$ cat config.mk
export PLATFORM = sky130hd
export DESIGN_NAME = regfile_sb
export DESIGN_NICKNAME = d
export VERILOG_FILES = /design/src/rtl/regfile_sb.sv
export SDC_FILE = /design/constraint.sdc
export NUM_CORES = 2
export LEC_CHECK = 0
export ABC_CLOCK_PERIOD_IN_PS = 2000
export CORE_MARGIN = 3
export CORE_UTILIZATION = 56
export CTS_BUF_LIST = sky130_fd_sc_hd__clkbuf_8
export CTS_CLUSTER_DIAMETER = 150
export DETAILED_ROUTE_END_ITERATION = 10
export PLACE_DENSITY_LB_ADDON = 0.12
export SLEW_MARGIN = 20
export SYNTH_ARGS = -nofsm -noshare
export SYNTH_HDL_FRONTEND = slang
export SYNTH_SLANG_ARGS = --single-unit
$ cat constraint.sdc
create_clock -name i_clk -period 2 [get_ports i_clk]
set_input_delay 0.3 -clock i_clk [delete_from_list [all_inputs] [get_ports i_clk]]
set_output_delay 0.3 -clock i_clk [all_outputs]
set_load 0.02 [all_outputs]
$ cat src/rtl/regfile_sb.sv
// regfile_sb: multi-port register file with issue/writeback busy scoreboard.
// Optional same-cycle write-to-read bypass is built when REGFILE_SB_BYPASS_EN is defined.
module regfile_sb #(
    parameter int DATA_W = 32,
    parameter int ADDR_W = 5,
    parameter int NRD    = 2
) (
    input  logic                   i_clk,
    input  logic                   i_rst,
    input  logic [NRD*ADDR_W-1:0]  i_rs_addr,
    output logic [NRD*DATA_W-1:0]  o_rs_data,
    output logic [NRD-1:0]         o_rs_busy,
    input  logic                   i_wa_en,
    input  logic [ADDR_W-1:0]      i_wa_addr,
    input  logic [DATA_W-1:0]      i_wa_data,
    input  logic                   i_wb_en,
    input  logic [ADDR_W-1:0]      i_wb_addr,
    input  logic [DATA_W-1:0]      i_wb_data,
    input  logic                   i_iss_en,
    input  logic [ADDR_W-1:0]      i_iss_addr,
    output logic [2**ADDR_W-1:0]   o_busy_vec,
    output logic                   o_conflict
);
    localparam int NREG = 2**ADDR_W;

    logic [DATA_W-1:0] regs_q [NREG];
    logic [DATA_W-1:0] regs_d [NREG];
    logic [NREG-1:0]   busy_q, busy_d;
    logic              conflict_q, conflict_d;
    logic              wa_ok, wb_ok, iss_ok;

    // Register 0 is hardwired: any access to it is ignored; nothing acts while in reset.
    assign wa_ok  = i_rst && i_wa_en && (i_wa_addr != '0);
    assign wb_ok  = i_rst && i_wb_en && (i_wb_addr != '0);
    assign iss_ok = i_rst && i_iss_en && (i_iss_addr != '0);

    // Next register contents: port B is applied last so it wins a same-address collision.
    always_comb begin
        for (int n = 0; n < NREG; n++) begin
            regs_d[n] = regs_q[n];
            if (wa_ok && i_wa_addr == ADDR_W'(n)) regs_d[n] = i_wa_data;
            if (wb_ok && i_wb_addr == ADDR_W'(n)) regs_d[n] = i_wb_data;
        end
    end

    // Next scoreboard: issue sets (and beats a concurrent writeback), writeback clears.
    always_comb begin
        for (int n = 0; n < NREG; n++)
            busy_d[n] = (iss_ok && i_iss_addr == ADDR_W'(n)) ? 1'b1 :
                        ((wa_ok && i_wa_addr == ADDR_W'(n)) || (wb_ok && i_wb_addr == ADDR_W'(n))) ? 1'b0 :
                        busy_q[n];
    end

    assign conflict_d = wa_ok && wb_ok && (i_wa_addr == i_wb_addr);

    // State registers with asynchronous active-low clear.
    always_ff @(posedge i_clk or negedge i_rst) begin
        if (!i_rst) begin
            regs_q     <= '{default: '0};
            busy_q     <= '0;
            conflict_q <= 1'b0;
        end else begin
            regs_q     <= regs_d;
            busy_q     <= busy_d;
            conflict_q <= conflict_d;
        end
    end

    assign o_busy_vec = busy_q;
    assign o_conflict = conflict_q;

    for (genvar k = 0; k < NRD; k++) begin : g_rd
        logic [ADDR_W-1:0] a;
        assign a = i_rs_addr[k*ADDR_W +: ADDR_W];
`ifdef REGFILE_SB_BYPASS_EN
        logic hit_a, hit_b;
        assign hit_a = wa_ok && (i_wa_addr == a);
        assign hit_b = wb_ok && (i_wb_addr == a);
        assign o_rs_data[k*DATA_W +: DATA_W] = hit_b ? i_wb_data : hit_a ? i_wa_data : regs_q[a];
        assign o_rs_busy[k] = (hit_a || hit_b) ? (iss_ok && i_iss_addr == a) : busy_q[a];
`else
        assign o_rs_data[k*DATA_W +: DATA_W] = regs_q[a];
        assign o_rs_busy[k] = busy_q[a];
`endif
    end
endmodule

Word level (Yosys, flattened, before mapping)
Index checks and enable logic that the tools add are counted.
{"block": "totals", "mem_bits_ro": 0, "output_inout_bits": 99, "register_bits": 1057, "ram_bits": 0, "latchBits": 0, "memories": 0}
{"block": "classes", "n_reduce_logical": 206, "div_mod_pow": 0, "shift": 0, "multipliers": 0, "magnitude_cmp": 4, "muxes": 138, "add_sub_neg": 0, "n_bitwise": 2, "n_eq_ne": 94}
{"op": "$mux W32", "n": 68}
{"op": "$bmux W32 S5", "n": 2}
{"op": "$eq A5 B5 Y1 const B", "n": 48}
{"op": "$reduce_bool A2 Y1", "n": 64}
{"op": "$eq A5 B4 Y1 const B", "n": 24}
{"op": "$logic_and A1 B1 Y1", "n": 104}
{"op": "$mux W1", "n": 66}
{"op": "$eq A5 B3 Y1 const B", "n": 12}
{"op": "$logic_or A1 B1 Y1", "n": 32}
{"op": "$eq A5 B2 Y1 const B", "n": 6}
{"op": "$eq A5 B1 Y1 const B", "n": 3}
{"op": "$logic_not A5 Y1", "n": 3}
{"op": "$reduce_bool A5 Y1", "n": 3}
{"op": "$ge A6 B6 Y1 const B", "n": 2}
{"op": "$lt A5 B6 Y1 const B", "n": 2}
{"op": "$not A5 Y6", "n": 2}
{"op": "$bmux W1 S5", "n": 2}
{"op": "$eq A5 B5 Y1", "n": 1}

Longest topological paths before layout
{"block": "depth", "depth_word": 6, "mapped_depth": 8}

Worst setup path after synthesis
Ideal clock, no wire load.
{"block": "synth_timing", "path_type": "input to output", "start": "input i_rs_addr[1]", "end": "output o_rs_data[21]", "path_stages": 8, "t_required_ps": 1700, "path_buffers": 4, "t_arrival_ps": 1755, "slack_ps": -55, "cell_sequence": "clkbuf_1 > buf_2 > buf_2 > buf_2 > mux2i_1 > nand2_1 > nand3_1 > nand3_1"}
{"block": "synth_between", "elab_chain_cells": 4}
{"item": "start: declaration", "line_no": "10", "text": "input logic [NRD*ADDR_W-1:0] i_rs_addr,"}
{"item": "$not A5 Y6 (not written as such)", "line_no": "82", "text": "assign o_rs_data[k*DATA_W +: DATA_W] = regs_q[a];"}
{"item": "$bmux W32 S5", "line_no": "82"}
{"item": "$mux W32 (not written as such) (2 in series)", "line_no": "82"}
{"item": "end: declaration", "line_no": "11", "text": "output logic [NRD*DATA_W-1:0] o_rs_data,"}
No other way between the ends. The select of a mux whose other input is x is not followed.

Worst setup path in the final report
{"block": "layout_timing", "start": "register regs_q[843] in the netlist's numbering", "end": "output o_rs_data[11]"}
{"block": "layout_between", "elab_chain_cells": 3}
{"item": "start: declaration", "line_no": "26", "text": "logic [DATA_W-1:0] regs_q [NREG];"}
{"item": "start signal: assignment", "line_no": "63", "text": "regs_q <= regs_d;"}
{"item": "$bmux W32 S5", "line_no": "82"}
{"item": "$mux W32 (not written as such) (2 in series)", "line_no": "82"}
No other way between the ends. The select of a mux whose other input is x is not followed.

==> run metrics <==
Fmax=364 MHz; # clock sinks=1057; CP Data Arrival Time=2.45 ns; gp weighted congestion=a little under 1; Mapped Cells=7191; synthesis-stage register bit count=1057; dpl ws=-1.43 ns; Final Cell Area=82600 um2; Final WS setup=-0.748 ns; crit path max fanout=3; Die Y=about 350 um; Comb pwr share=a little over a quarter; CTS root buffer=clkbuf_8; Crit Path Class=reg -> out; P_int=47.3 mW; CP startpoint kind=register; GRT Resource Usage Total=approximately 44%; Slew headroom=between 30% and 40%; IO Pins=between 150 and 200; DPL Wire Length=around 180 mm; Sequential Power Share=a little over two fifths; vias in the first global route=approximately 59000; final worst-path cycle share=137%; Netlist cell types=45; DRC viols=0; port bufs=around 190; unrepaired setup endpoints after global routing=true; Post-synth EDFFs=0; Max Slew Vio Count=0; Core Area=117000 um2; Setup crit end kind=primary output; num rows=about 130; Die Area=between 100000 and 150000 um2; Final ANT Viol Nets=0; Tmin final=about 2.7 ns; initial antenna violation count=10; synth warn=0; part of the power in the clock network=approximately 31%; Sw Share=34.0%; wirelength, routed=approximately 280 mm; drt first pass iters=6; die width=around 350 um; Area after DPL=77100 um2; dominant synthesized flop cell=dfrtp_1; Worst VDD drop=0.676 mV; share of the yosys chip area belonging to registers=roughly two fifths; layout cell share with drive strength beyond 1=between 10% and 20%; Worst EP required=around 1.7 ns; H-tree levels=4; Core Util, Final=between 70% and 80%; Mapped Nets=between 7000 and 8000; P_sw=24.4 mW; Finish-stage setup viols=67; pin count of the biggest net entering global routing=between 150 and 200; pin slew with the least headroom to its limit=0.951 ns; status=complete, but fails checks; Clock Tree Buf Depth=3; area growth from synthesis to layout=24.0%; first-pass GRT wire length=400 mm; final clock skew=0 ns; drt wl/cell=between 20 and 30 um; total global routing overflow=0; clk_lat worst skew=~0.95 ns; Nets=7712; fraction of registers with async set/reset=100%; CTS Buf Count=roughly 190; syn_area_per_cell=9.26 um2; Via Count=roughly 60000; drt initial violations=8320; Lkg Pwr=between 30 and 40 nW; TritonCTS clock tree=built; failing checks=negative setup slack; CTS clk-pin slew, worst paths=~0.060 ns; Initial Util=between 50% and 60%; vias per cell=~6.6; final hold vios=0; Pwr Density=868 nW/um2; maxcap violations=0; Hold Path Class=in -> async; Pwr Total=71.7 mW; mapped cell area=66600 um2
path summary, 6_finish.rpt:
path	cells after the start	endpoint	startpoint	slack [ns]
hold / removal	3	regs_q[226]	i_rst	0.15
setup reg to reg	5	regs_q[772]	regs_q[772]	0.89
setup / recovery	6	o_rs_data[11]	regs_q[843]	-0.75
min in group i_clk	4	regs_q[125]	i_wb_data[29]	0.17
hold reg to reg	0	regs_q[1015]	regs_q[1015]	0.41
max in group asynchronous	4	regs_q[317]	i_rst	0.55
cell type report:
class	count	area (um2)
timing repair buffer	1047	12300
multi-input combinational	5314	37900
clock buffer	246	3390
sequential	1057	26500
fill	8902	34500
inverter	10	37.5
antenna	8	20.0
clock inverter	91	614
tap	1524	1910
logic make-up (layout without fill, tap and decap cells):
| logic type | Yosys count | in the layout | share of synthesized area (%) |
|---|---|---|---|
| AO/OA/AOI/OAI | 1620 | 1620 | 13.9 |
| flip-flops | 1057 | 1057 | 39.7 |
| buffers and inverters | 821 | 1394 | 5.35 |
| AND/OR/NAND/NOR | 1642 | 1643 | 10.2 |
| XOR/XNOR | 5 | 5 | 0.0657 |
| other | 0 | 8 | 0 |
| multiplexers | 2046 | 2046 | 30.7 |
cells in the mapped netlist (2+ instances only):
library cell	number	share of area (%)
mux2i_1	2046	31
dfrtp_1	1057	40
a21oi_1	742	5.6
nand2_1	714	4.0
nor2_1	568	3.2
clkbuf_1	535	3.0
o21ai_0	362	2.7
nand3_1	205	1.5
a22oi_1	198	2.2
buf_2	156	1.2
a22o_1	134	1.8
o21ai_1	99	0.74
nor3_1	75	0.56
a31oi_1	66	0.62
buf_4	64	0.72
buf_1	50	0.28
nand2b_1	12	0.11
nor2_2	12	0.11
inv_1	10	0.056
nor2b_1	10	0.094
nor2_4	9	0.15
a32o_1	8	0.12
buf_6	6	0.10
o31ai_1	6	0.068
and2_1	5	0.047
nand4_1	5	0.047
xnor2_1	5	0.066
and3_1	4	0.038
nand2_2	4	0.038
and3b_1	3	0.039
nor3b_1	3	0.034
nor4_1	2	0.019
o211ai_1	2	0.023
or2_1	2	0.019
or2_2	2	0.019
flip-flops by register name, indices dropped and copies added, names as in the netlist:
name	cells
o_busy_vec	32
regs_q	1024
o_conflict	1
cell usage in the layout, fill, tap and decap left out, types with 25 or more instances in the layout:
cell and count:
clkdlybuf4s50_1 86, nor2_1 557, a22oi_1 198, nor2_4 32, nand3_2 38, a22o_1 134
clkbuf_8 246, a31oi_2 25, inv_1 63, o21ai_0 362, dfrtp_1 1046, mux2i_1 2042
buf_12 296, buf_6 99, a31oi_1 30, nand3_1 161, o21ai_1 99, nor3_2 44
buf_4 530, a21oi_1 742, nand2_1 696
critical path: stages, from the launching register on:
cell and delay (ns):
dfrtp_1 0.40, mux2i_1 0.19, a22o_1 0.22, nor3_2 0.07, a31oi_2 0.22, nand3_2 0.21
buf_6 0.20
repair_timing:
| action | 4_1_cts | 5_1_grt |
|---|---|---|
| hold buffers | 1 | 0 |
| buffers inserted | 36 | 23 |
| cloned | 4 | 0 |
| setup endpoints to repair | 99 | 107 |
| endpoints found under the hold margin | 565 | 0 |
| gates resized for setup | 631 | 73 |
| pin swaps | 136 | 111 |
power by group through the flow:
stage | Clock, mW | Sequential, mW | Combinational (mW)
3_3_place_gp | 0 | 30.6 | 17.3
4_1_cts | 21.9 | 30.7 | 18.3
3_5_place_dp | 0 | 30.9 | 17.8
2_1_floorplan | 0 | 29.7 | 11.5
5_1_grt | 22.9 | 31.4 | 20.4
6_report | 21.9 | 31.0 | 18.9
layer usage:
metal	track usage [%]	vias to the layer above	part of all wire (%)
met3	12.3	1116	12
met1	56.5	29900	38
met5	0	-	0
li1	-	26400	-
met4	30.6	0	8.0
met2	63.9	4267	42
stage by stage:
step	std cells	hold WS, ns	setup TNS (ns)
floorplan	7191	0.00441	-2.78
global placement	8915	0.384	-530.81
detailed placement	8915	0.388	-564.96
CTS	9275	0.122	-42.62
global route	9295	0.162	-43.98
finish	9297	0.148	-40.79
(Power assumes the default switching activity.)
